**src/rtl/tag_mac_backoff_pkg.sv**
```systemverilog
// Shared types and helpers for the backscatter tag random-access MAC.
package tag_mac_pkg;

    // Encoded MAC state, also exported on mac_state for debug.
    typedef enum logic [2:0] {
        MAC_IDLE     = 3'd0,
        MAC_BACKOFF  = 3'd1,
        MAC_TX       = 3'd2,
        MAC_WAIT_ACK = 3'd3
    } mac_state_t;

    // Galois right-shift feedback mask for the 16-bit access LFSR.
    localparam logic [15:0] LFSR_TAPS = 16'hB400;

    // Ceiling log2; clog2(1) = 0.
    function automatic int clog2(input int value);
        int r;
        int v;
        r = 0;
        v = value - 1;
        while (v > 0) begin
            r++;
            v = v >> 1;
        end
        return r;
    endfunction

    // Bit width of a counter that must hold 0..n-1, never narrower than one bit.
    function automatic int cnt_width(input int n);
        return (clog2(n) < 1) ? 1 : clog2(n);
    endfunction

endpackage

```
**src/rtl/tag_mac_backoff_if.sv**
```systemverilog
// Handshake and data bundle between the excitation/reader side and the MAC.
interface tag_mac_backoff_if #(
    parameter int DATA_WIDTH = 20,
    parameter int CH_WIDTH   = 2
);
    logic                  trigger_signal;
    logic                  mac_control_signal;
    logic                  ack;
    logic                  collision;
    logic [DATA_WIDTH-1:0] tx_data;
    logic                  data_req;
    logic [DATA_WIDTH-1:0] output_signal;
    logic                  tx_active;
    logic [CH_WIDTH-1:0]   tx_channel;
    logic                  retry_exhausted;
    logic [2:0]            mac_state;

    // Environment side: drives excitation, reader feedback and payload.
    modport master (
        output trigger_signal, mac_control_signal, ack, collision, tx_data,
        input  data_req, output_signal, tx_active, tx_channel, retry_exhausted, mac_state
    );

    // MAC side.
    modport slave (
        input  trigger_signal, mac_control_signal, ack, collision, tx_data,
        output data_req, output_signal, tx_active, tx_channel, retry_exhausted, mac_state
    );
endinterface

```
**src/rtl/tag_mac_backoff_lfsr.sv**
```systemverilog
// Free-running 16-bit Galois LFSR used for backoff draws and channel picks.
module tag_lfsr16
    import tag_mac_pkg::*;
#(
    parameter logic [15:0] SEED = 16'hACE1
) (
    input  logic        clock,
    input  logic        reset,
    input  logic        enable,
    output logic [15:0] state
);

    // An all-zero state would lock the register, so a zero seed becomes 1.
    localparam logic [15:0] SEED_NZ = (SEED == 16'h0000) ? 16'h0001 : SEED;

    // Shift right each enabled cycle, folding the taps in when bit 0 falls out.
    always_ff @(posedge clock) begin
        if (reset) begin
            state <= SEED_NZ;
        end else if (enable) begin
            if (state[0]) begin
                state <= (state >> 1) ^ LFSR_TAPS;
            end else begin
                state <= state >> 1;
            end
        end
    end

endmodule

```
**src/rtl/tag_mac_backoff.sv**
```systemverilog
// Random-access MAC for the OFDM backscatter tag: exponential backoff,
// burst transmission on a random channel, ack/collision driven retry.
//
// state        | meaning
// -------------+---------------------------------------------------------
// MAC_IDLE     | waiting for a trigger rising edge with MAC enabled
// MAC_BACKOFF  | counting down the drawn number of backoff slots
// MAC_TX       | requesting and holding BURST_LEN payload words
// MAC_WAIT_ACK | waiting for reader ack/collision or timeout
module tag_mac_backoff
    import tag_mac_pkg::*;
#(
    parameter int          DATA_WIDTH    = 20,
    parameter int          NUM_CH        = 4,
    parameter int          SLOT_CYCLES   = 64,
    parameter int          SYMBOL_CYCLES = 16,
    parameter int          BURST_LEN     = 8,
    parameter int          CW_MIN_LOG2   = 2,
    parameter int          CW_MAX_LOG2   = 6,
    parameter int          MAX_RETRY     = 3,
    parameter int          ACK_TIMEOUT   = 256,
    parameter logic [15:0] LFSR_SEED     = 16'hACE1
) (
    input  logic              clock,
    input  logic              reset,
    tag_mac_backoff_if.slave  bus
);

    localparam int CH_W    = clog2(NUM_CH);
    localparam int SLOT_W  = cnt_width(SLOT_CYCLES);
    localparam int SLOTS_W = CW_MAX_LOG2;
    localparam int SYM_W   = cnt_width(SYMBOL_CYCLES);
    localparam int WORD_W  = cnt_width(BURST_LEN + 1);
    localparam int TO_W    = cnt_width(ACK_TIMEOUT);
    localparam int RETRY_W = cnt_width(MAX_RETRY + 1);

    localparam logic [SLOT_W-1:0]  SLOT_LAST  = SLOT_W'(SLOT_CYCLES - 1);
    localparam logic [SYM_W-1:0]   SYM_LAST   = SYM_W'(SYMBOL_CYCLES - 1);
    localparam logic [SYM_W-1:0]   SYM_ONE    = SYM_W'(1);
    localparam logic [WORD_W-1:0]  WORDS      = WORD_W'(BURST_LEN);
    localparam logic [TO_W-1:0]    TO_LAST    = TO_W'(ACK_TIMEOUT - 1);
    localparam logic [RETRY_W-1:0] RETRY_MAX  = RETRY_W'(MAX_RETRY);
    localparam logic [3:0]         CW_MIN     = 4'(CW_MIN_LOG2);
    localparam logic [3:0]         CW_MAX     = 4'(CW_MAX_LOG2);
    localparam bit                 SINGLE_SYM = (SYMBOL_CYCLES == 1);

    mac_state_t             state;
    logic                   trig_d;
    logic [15:0]            lfsr;
    logic [SLOT_W-1:0]      slot_tmr;
    logic [SLOTS_W-1:0]     slots;
    logic [SYM_W-1:0]       sym_tmr;
    logic [WORD_W-1:0]      word_cnt;
    logic [TO_W-1:0]        to_cnt;
    logic [RETRY_W-1:0]     retry_cnt;
    logic [3:0]             cw_log2;

    logic                   data_req_q;
    logic [DATA_WIDTH-1:0]  out_q;
    logic                   tx_active_q;
    logic [CH_W-1:0]        tx_channel_q;
    logic                   retry_exhausted_q;

    logic                   trig_edge;
    logic [3:0]             cw_next;
    logic [15:0]            draw_cur;
    logic [15:0]            draw_next;
    logic [RETRY_W-1:0]     retry_inc;
    logic                   attempt_failed;

    tag_lfsr16 #(
        .SEED   (LFSR_SEED)
    ) u_lfsr (
        .clock  (clock),
        .reset  (reset),
        .enable (1'b1),
        .state  (lfsr)
    );

    // Edge detect, backoff draws for the current and the widened window, failure decode.
    always_comb begin
        trig_edge      = bus.trigger_signal & ~trig_d;
        cw_next        = (cw_log2 >= CW_MAX) ? CW_MAX : cw_log2 + 4'd1;
        draw_cur       = lfsr & ((16'd1 << cw_log2) - 16'd1);
        draw_next      = lfsr & ((16'd1 << cw_next) - 16'd1);
        retry_inc      = retry_cnt + 1'b1;
        attempt_failed = bus.collision || (to_cnt == TO_LAST);
    end

    // Access state machine, its timers and the registered outputs.
    always_ff @(posedge clock) begin
        if (reset) begin
            state             <= MAC_IDLE;
            trig_d            <= 1'b1;
            slot_tmr          <= '0;
            slots             <= '0;
            sym_tmr           <= '0;
            word_cnt          <= '0;
            to_cnt            <= '0;
            retry_cnt         <= '0;
            cw_log2           <= CW_MIN;
            data_req_q        <= 1'b0;
            out_q             <= '0;
            tx_active_q       <= 1'b0;
            tx_channel_q      <= '0;
            retry_exhausted_q <= 1'b0;
        end else begin
            trig_d            <= bus.trigger_signal;
            data_req_q        <= 1'b0;
            retry_exhausted_q <= 1'b0;
            case (state)
                MAC_IDLE: begin
                    if (trig_edge && bus.mac_control_signal) begin
                        state    <= MAC_BACKOFF;
                        slots    <= draw_cur[SLOTS_W-1:0];
                        slot_tmr <= SLOT_LAST;
                    end
                end
                MAC_BACKOFF: begin
                    if (!bus.mac_control_signal) begin
                        state <= MAC_IDLE;
                    end else if (slot_tmr == '0) begin
                        if (slots == '0) begin
                            state        <= MAC_TX;
                            tx_channel_q <= lfsr[CH_W-1:0];
                            sym_tmr      <= '0;
                            word_cnt     <= '0;
                            data_req_q   <= 1'b1;
                        end else begin
                            slots    <= slots - 1'b1;
                            slot_tmr <= SLOT_LAST;
                        end
                    end else begin
                        slot_tmr <= slot_tmr - 1'b1;
                    end
                end
                MAC_TX: begin
                    // data_req was high this cycle, so tx_data is the next word.
                    if (data_req_q) begin
                        out_q       <= bus.tx_data;
                        tx_active_q <= 1'b1;
                        sym_tmr     <= SYM_LAST;
                        word_cnt    <= word_cnt + 1'b1;
                        if (SINGLE_SYM && ((word_cnt + 1'b1) < WORDS)) begin
                            data_req_q <= 1'b1;
                        end
                    end else if (sym_tmr == '0) begin
                        out_q       <= '0;
                        tx_active_q <= 1'b0;
                        to_cnt      <= '0;
                        state       <= MAC_WAIT_ACK;
                    end else begin
                        sym_tmr <= sym_tmr - 1'b1;
                        // Request the next word so it lands right as this symbol ends.
                        if ((sym_tmr == SYM_ONE) && (word_cnt < WORDS)) begin
                            data_req_q <= 1'b1;
                        end
                    end
                end
                MAC_WAIT_ACK: begin
                    if (bus.ack) begin
                        state     <= MAC_IDLE;
                        cw_log2   <= CW_MIN;
                        retry_cnt <= '0;
                    end else if (attempt_failed) begin
                        if (retry_inc == RETRY_MAX) begin
                            retry_exhausted_q <= 1'b1;
                            state             <= MAC_IDLE;
                            cw_log2           <= CW_MIN;
                            retry_cnt         <= '0;
                        end else begin
                            retry_cnt <= retry_inc;
                            cw_log2   <= cw_next;
                            slots     <= draw_next[SLOTS_W-1:0];
                            slot_tmr  <= SLOT_LAST;
                            state     <= MAC_BACKOFF;
                        end
                    end else begin
                        to_cnt <= to_cnt + 1'b1;
                    end
                end
                default: begin
                    state <= MAC_IDLE;
                end
            endcase
        end
    end

    assign bus.data_req        = data_req_q;
    assign bus.output_signal   = out_q;
    assign bus.tx_active       = tx_active_q;
    assign bus.tx_channel      = tx_channel_q;
    assign bus.retry_exhausted = retry_exhausted_q;
    assign bus.mac_state       = state;

endmodule

```
**src/flat_wrapper.sv**
```systemverilog
// flat-port wrapper written by rule: the top's interface ports become plain ports
module tag_mac_backoff_flat import tag_mac_pkg::*;
#(
    parameter int          DATA_WIDTH    = 20,
    parameter int          NUM_CH        = 4,
    parameter int          SLOT_CYCLES   = 64,
    parameter int          SYMBOL_CYCLES = 16,
    parameter int          BURST_LEN     = 8,
    parameter int          CW_MIN_LOG2   = 2,
    parameter int          CW_MAX_LOG2   = 6,
    parameter int          MAX_RETRY     = 3,
    parameter int          ACK_TIMEOUT   = 256,
    parameter logic [15:0] LFSR_SEED     = 16'hACE1
)
  (clock, reset, bus_trigger_signal, bus_mac_control_signal, bus_ack, bus_collision, bus_tx_data, bus_data_req, bus_output_signal, bus_tx_active, bus_tx_channel, bus_retry_exhausted, bus_mac_state);
  tag_mac_backoff_if #(.DATA_WIDTH(DATA_WIDTH), .CH_WIDTH(2)) bus_i ();
  input  logic clock;
  input  logic reset;
  input wire logic [$bits(bus_i.trigger_signal)-1:0] bus_trigger_signal;
  input wire logic [$bits(bus_i.mac_control_signal)-1:0] bus_mac_control_signal;
  input wire logic [$bits(bus_i.ack)-1:0] bus_ack;
  input wire logic [$bits(bus_i.collision)-1:0] bus_collision;
  input wire logic [$bits(bus_i.tx_data)-1:0] bus_tx_data;
  output wire logic [$bits(bus_i.data_req)-1:0] bus_data_req;
  output wire logic [$bits(bus_i.output_signal)-1:0] bus_output_signal;
  output wire logic [$bits(bus_i.tx_active)-1:0] bus_tx_active;
  output wire logic [$bits(bus_i.tx_channel)-1:0] bus_tx_channel;
  output wire logic [$bits(bus_i.retry_exhausted)-1:0] bus_retry_exhausted;
  output wire logic [$bits(bus_i.mac_state)-1:0] bus_mac_state;
  assign bus_i.trigger_signal = bus_trigger_signal;
  assign bus_i.mac_control_signal = bus_mac_control_signal;
  assign bus_i.ack = bus_ack;
  assign bus_i.collision = bus_collision;
  assign bus_i.tx_data = bus_tx_data;
  assign bus_data_req = bus_i.data_req;
  assign bus_output_signal = bus_i.output_signal;
  assign bus_tx_active = bus_i.tx_active;
  assign bus_tx_channel = bus_i.tx_channel;
  assign bus_retry_exhausted = bus_i.retry_exhausted;
  assign bus_mac_state = bus_i.mac_state;
  tag_mac_backoff #(.DATA_WIDTH(DATA_WIDTH), .NUM_CH(NUM_CH), .SLOT_CYCLES(SLOT_CYCLES), .SYMBOL_CYCLES(SYMBOL_CYCLES), .BURST_LEN(BURST_LEN), .CW_MIN_LOG2(CW_MIN_LOG2), .CW_MAX_LOG2(CW_MAX_LOG2), .MAX_RETRY(MAX_RETRY), .ACK_TIMEOUT(ACK_TIMEOUT), .LFSR_SEED(LFSR_SEED)) u_core (.clock(clock), .reset(reset), .bus(bus_i));
endmodule
```
**config.mk**
```make
export PLATFORM = sky130hd
export DESIGN_NAME = tag_mac_backoff_flat
export DESIGN_NICKNAME = d
export VERILOG_FILES = /design/src/rtl/tag_mac_backoff_pkg.sv /design/src/rtl/tag_mac_backoff_if.sv /design/src/rtl/tag_mac_backoff_lfsr.sv /design/src/rtl/tag_mac_backoff.sv /design/src/flat_wrapper.sv
export SDC_FILE = /design/constraint.sdc
export NUM_CORES = 1
export LEC_CHECK = 0
export CAP_MARGIN = 40
export CORE_MARGIN = 2
export CORE_UTILIZATION = 35
export CTS_BUF_LIST = sky130_fd_sc_hd__clkbuf_2 sky130_fd_sc_hd__clkbuf_4 sky130_fd_sc_hd__clkbuf_8
export DETAILED_ROUTE_END_ITERATION = 6
export HOLD_SLACK_MARGIN = 0.06
export PLACE_DENSITY = 0.58
export SETUP_SLACK_MARGIN = 0.1
export SYNTH_ARGS = -nofsm -noshare
export SYNTH_HDL_FRONTEND = slang
export SYNTH_HIERARCHICAL = 1
export SYNTH_SLANG_ARGS = --single-unit
```
**constraint.sdc**
```tcl
create_clock -name clock -period 2.6 [get_ports clock]
set_input_delay 0.78 -clock clock [delete_from_list [all_inputs] [get_ports clock]]
set_output_delay 0.78 -clock clock [all_outputs]
set_load 0.02 [all_outputs]
```
======== Word level (Yosys, flattened, before mapping) ========
Cells that the tools add are included.
storage, ports and cells
  register bits ........................... 79
  output and inout port bits .............. 28
  word-level logic and storage cells ...... 139
  memories ................................ 0
  bits of input ports ..................... 26
  bits in latches ......................... 0
  memory bits (writable) .................. 0
  memory bits (read-only) ................. 0
operators by class
  div/mod/pow operators ................... 0
  bitwise logic cells ..................... 7
  shifts and indexed selects .............. 2
  add/subtract/negate cells ............... 9
  order comparisons ....................... 2
  multiply operators ...................... 0
  eq/ne operators ......................... 23
  mux-type cells .......................... 59
  reduce and logical (&&, ||, !) cells .... 22
operators with widths
  kind                   number
  $mux W6                14
  $mux W20               2
  $mux W4                10
  $pmux W6 S3            2
  $mux W8                4
  $mux W3                8
  $sub A6 B1 Y6 const B  4
  $mux W16               1
  $pmux W4 S2            2
  $pmux W8 S2            1
  $reduce_and A5 Y1      3
  $and A6 B6 Y6          2
  $logic_not A6 Y1       2
  $ne A2 B1 Y1 const B   6
  $ne A2 B2 Y1 const B   6
  $ne A3 B2 Y1 const B   4
  $pmux W3 S4            1
  $shl A1 B4 Y6 const A  2
  $mux W1                10
  $add A4 B1 Y4 const B  2
  $add A8 B1 Y8 const B  1
  $eq A8 B8 Y1 const B   1
  $reduce_and A8 Y1      1
  $reduce_bool A2 Y1     4
  24 further kinds       31

======== Depth between registers and ports, before layout ========
  word-level depth ........................ 9
  depth in mapped cells ................... 10
  mapped depth without buffers ............ 10

======== Cells and area by module ========
Netlist, hierarchy kept.
by module, submodules not included
  module           sequential area each (µm²)  area an instance (µm²)  instances  cells each
  tag_mac_backoff  1241.2                      3274.4                  1          376
  tag_lfsr16       320.3                       630.6                   1          56

======== Worst setup path after synthesis ========
Ideal clock, no wire load.
  path type ............................... register -> register
  start point ............................. reg u_core.cw_log2[0]
  end point ............................... reg u_core.slots[1]
  arrival ................................. 2.111 ns
  data required time ...................... 2.514 ns
  stages on the path, launching flop included .. 11
  setup time .............................. 0.086 ns
  period minus slack after synthesis ...... 2.196 ns
  buffers on the path ..................... 0
  setup slack ............................. 0.404 ns
  cells stage by stage .................... dfxtp_1 -> inv_1 -> ha_1 -> o21a_1 -> or2_2 -> nor3_1 -> o21ai_0 -> ha_1 -> nor3b_1 -> nor3_1 -> a211oi_1
on the way
  longest elaborated chain between the ends .. 9
  elaborated cells on any way between the ends .. 14
  those cells by class .................... add/sub: 3; order compare: 1; shift: 2; mux: 6; bitwise: 2
RTL lines
  element                                               line                    source
  from (decl)                                           tag_mac_backoff.sv:56   logic [3:0] cw_log2;
  from (signal assigned)                                tag_mac_backoff.sv:173  cw_log2 <= cw_next;
  $add A4 B1 Y4 / $ge A4 B3 Y1 (equally long branches)  tag_mac_backoff.sv:83   cw_next = (cw_log2 >= CW_MAX) ? CW_MAX : cw_log2 + 4'd1;
  $mux W4                                               tag_mac_backoff.sv:83
  $shl A1 B4 Y6                                         tag_mac_backoff.sv:85   draw_next = lfsr & ((16'd1 << cw_next) - 16'd1);
  $sub A6 B1 Y6                                         tag_mac_backoff.sv:85
  $and A6 B6 Y6                                         tag_mac_backoff.sv:85
  $mux W6                                               tag_mac_backoff.sv:166  if (retry_inc == RETRY_MAX) begin
  $mux W6                                               tag_mac_backoff.sv:165  end else if (attempt_failed) begin
  $mux W6                                               tag_mac_backoff.sv:161  if (bus.ack) begin
  $pmux W6 S3 *                                         tag_mac_backoff.sv:111  case (state)
  to (signal assigned)                                  tag_mac_backoff.sv:115  slots <= draw_cur[SLOTS_W-1:0];
  to (signal assigned)                                  tag_mac_backoff.sv:130  slots <= slots - 1'b1;
  to (signal assigned)                                  tag_mac_backoff.sv:174  slots <= draw_next[SLOTS_W-1:0];
  to (decl)                                             tag_mac_backoff.sv:51   logic [SLOTS_W-1:0] slots;
Mark *: on every way between the ends. The rest lies on a longest branch, timed or not. The select of a mux whose other input is x is not followed.
A chain may end at the register's enable or synchronous reset.

======== Final worst setup path ========
  start point ............................. in bus_mac_control_signal
  end point ............................... reg u_core.slot_tmr[1]
on the way
  longest elaborated chain between the ends .. 3
  elaborated cells on any way between the ends .. 4
  those cells by class .................... eq/ne: 2; reduce/logical: 2
RTL lines
  element                               line                    source
  from (decl)                           flat_wrapper.sv:20      input wire logic [$bits(bus_i.mac_control_signal)-1:0] bus_mac_control_signal;
  $logic_and A1 B1 Y1                   tag_mac_backoff.sv:113  if (trig_edge && bus.mac_control_signal) begin
  $ne A2 B1 Y1 (no source line)         -
  $reduce_and A7 Y1 (no source line) *  -
  to (signal assigned)                  tag_mac_backoff.sv:134  slot_tmr <= slot_tmr - 1'b1;
  to (decl)                             tag_mac_backoff.sv:50   logic [SLOT_W-1:0] slot_tmr;
Mark *: on every way between the ends. The rest lies on a longest branch, timed or not.

==> qor.txt <==
Pwr Total - 3.72 mW
initial core utilization - 0.360
sequential-to-total area share from yosys stat - 0.400
post-route ant nets - 0
GRT met2 Usage - 0.239
Fin Setup TNS - 0 ns
Buf+Inv Stages, Crit Path - 3
first-pass GRT wire length - 14.9 mm
fin crit share - 0.884
setup bufs post-CTS - 0
max-slew violation count - 0
area of the core - 10,800 µm²
CTS tree - yes
CP endpoint kind - register
Distinct cells, synth - 69
fmax - 435 MHz
Power Dens Cells - 767 nW/µm²
top-area cell type share of the netlist area - 0.400
htree depth - 3
Final Hold Viols - 0
Placer Congestion - 0.836
outcome - finished, final reports clean
hold_ws - 0.474 ns
Hold Path Class - reg2reg
placed cell area - 4620 µm²
warnings from Yosys - 6
Slew @ Worst Pin - 0.622 ns
Max-cap violations - 0
Final nets - 537
input/output buffers - 52
top cells by area, synth - dfxtp_1 40%, nor2_1 5.8%, ha_1 4.8%
crit start category - input port
CP max FO - 13
non-filler cells in the finished layout - 641
DP Wirelength - 6.29 mm
number of remaining DRC errors - 0
GRT busiest layer - met2
global route total overflow - 0
crit-path max cell delay - 0.51 ns
Yosys reg bits - 78
CP startpoint - bus_mac_control_signal
post-layout min period - 2.30 ns
Hold Startpoint - u_core/u_lfsr/state[7]
syn_area_per_cell - 9.04 µm²
Die H - 110 µm
Setup Crit Path Kind - in2reg
# placed instances - 625
clk_skew - 0.00907 ns
most frequent cells in the layout - 77 x dfxtp_1, 60 x nor2_1, 51 x clkdlybuf4s50_1
worst-skew pair later-pin latency - 0.36 ns
Root Buffer Master - clkbuf_8
GRT Util Overall - 0.157
worst flop-to-flop path startpoint - u_core/cw_log2[0]
IO Pins - 54
DRT Pass-1 Iters - 5
mapped cell area - 3900 µm²
Crit-path slowest cell - clkdlybuf4s50_1
setup violators final - 0
met1 usage - 0.208
post-route cell area - 4850 µm²
Top delay family on crit path - buffers and inverters
initial DRC count - 183
Hold Buf Count CTS - 0
vias in the first global route - 3,183
FF-to-FF setup slack - 0.35 ns
Slew HR - 0.585
largest net degree at the start of global routing - 33
Post-synth EDFFs - 0
clk sink count - 78
Cells after Synth - 432
vias - 3,214
Lkg Pwr - 1.79 nW
Data required, critical path - 2.86 ns
maximum vdd ir drop - 0.000453 V
antenna violations before repair - 0
DIE AREA - 12,000 µm²
die width - 110 µm
vias per cell - 5.01
largest area contributor in the synthesized netlist - dfxtp_1
Most used DFF post-synth - dfxtp_1
fraction of registers with async set/reset - 0
area grow syn2layout - 24.2%
CP Data Arrival Time - 2.56 ns
post-route worst setup slack - 0.300 ns
DRT Wirelength - 8.87 mm
Reg clk slew, reported paths - 0.08 ns
RSZ-0062 raised after global routing - no
Wirelength per Cell - 13.8 µm
clk buf depth - 2
worst setup slack after placement - -0.0426 ns
n_diodes - 0
crit path cell chain - clkdlybuf4s50_1, inv_1, a21oi_1, o2111ai_4, buf_4, nor2_2, nor2_1, a311oi_1
met3 Use GR - 0.0599
fin util - 0.447
most common cell after layout, fill and taps aside - dfxtp_1
Core Rows - 38
share of layout cells above drive strength 1 - 0.128
cells resized by post-CTS repair - 0
clock buffer count from CTS - 9
cell usage after synthesis (6+ instances only):
cell      number
dfxtp_1       78
nor2_1        60
a22oi_1       22
a21oi_1       18
inv_1         18
ha_1          15
nand2_1       15
clkbuf_1      14
mux2i_1       14
nor3_1        12
o21ai_0       12
xor2_1        10
nor2b_1        9
a21o_1         8
and3_1         8
nand3_1        8
nand4_1        8
xnor2_1        8
a211o_1        6
sequential cells by signal (all words and copies together) (netlist names):
name,count
u_core/bus.tx_active,1
u_core/bus.output_signal,20
u_core/bus.data_req,1
u_core/trig_d,1
u_core/bus.retry_exhausted,1
u_core/bus.tx_channel,2
u_core/retry_cnt,2
u_core/cw_log2,4
u_core/slot_tmr,6
u_core/bus.mac_state,2
u_core/u_lfsr/state,16
u_core/to_cnt,8
u_core/word_cnt,4
u_core/sym_tmr,4
u_core/slots,6
layout make-up:
cell class	count	area, µm²
Fill cell	1100	5990
Multi-Input combinational cell	318	2160
Sequential cell	78	1560
Timing Repair Buffer	71	658
Tap cell	140	175
Clock buffer	11	145
Clock inverter	5	82.6
Inverter	18	67.6
power breakdown:
part | switching (mW) | total, mW | leakage [nW] | internal (mW)
registers | 0.110 | 1.42 | 0.635 | 1.31
logic | 0.708 | 1.27 | 1.05 | 0.564
clock network | 0.451 | 1.03 | 0.105 | 0.577
path summary, 6_finish.rpt:
| check | end | depth (start not counted) |
|---|---|---|
| hold reg to reg | u_core/u_lfsr/state[6] | 1 |
| setup reg to reg | u_core/slots[1] | 9 |
| setup / recovery | u_core/slot_tmr[1] | 8 |
| hold / removal | u_core/u_lfsr/state[6] | 1 |
cells by family (layout without fill, tap and decap cells):
kind of cell | after synthesis | count (layout) | share of synthesized area
compound gates | 100 | 100 | 0.188
fa+ha+maj | 15 | 15 | 0.0481
mux | 15 | 15 | 0.0388
flops | 78 | 78 | 0.400
xor+xnor | 18 | 18 | 0.0404
buf+inv | 41 | 105 | 0.0532
other cells | 2 | 7 | 0.00192
simple gates | 163 | 163 | 0.229
layer usage:
layer,part of all wire,vias up,wire length (µm)
met5,0,-,0
met4,0.0024,0,21
met3,0.058,2,517
met2,0.44,67,3910
met1,0.50,1492,4420
li1,-,1653,-
(Power assumes the default switching activity.)
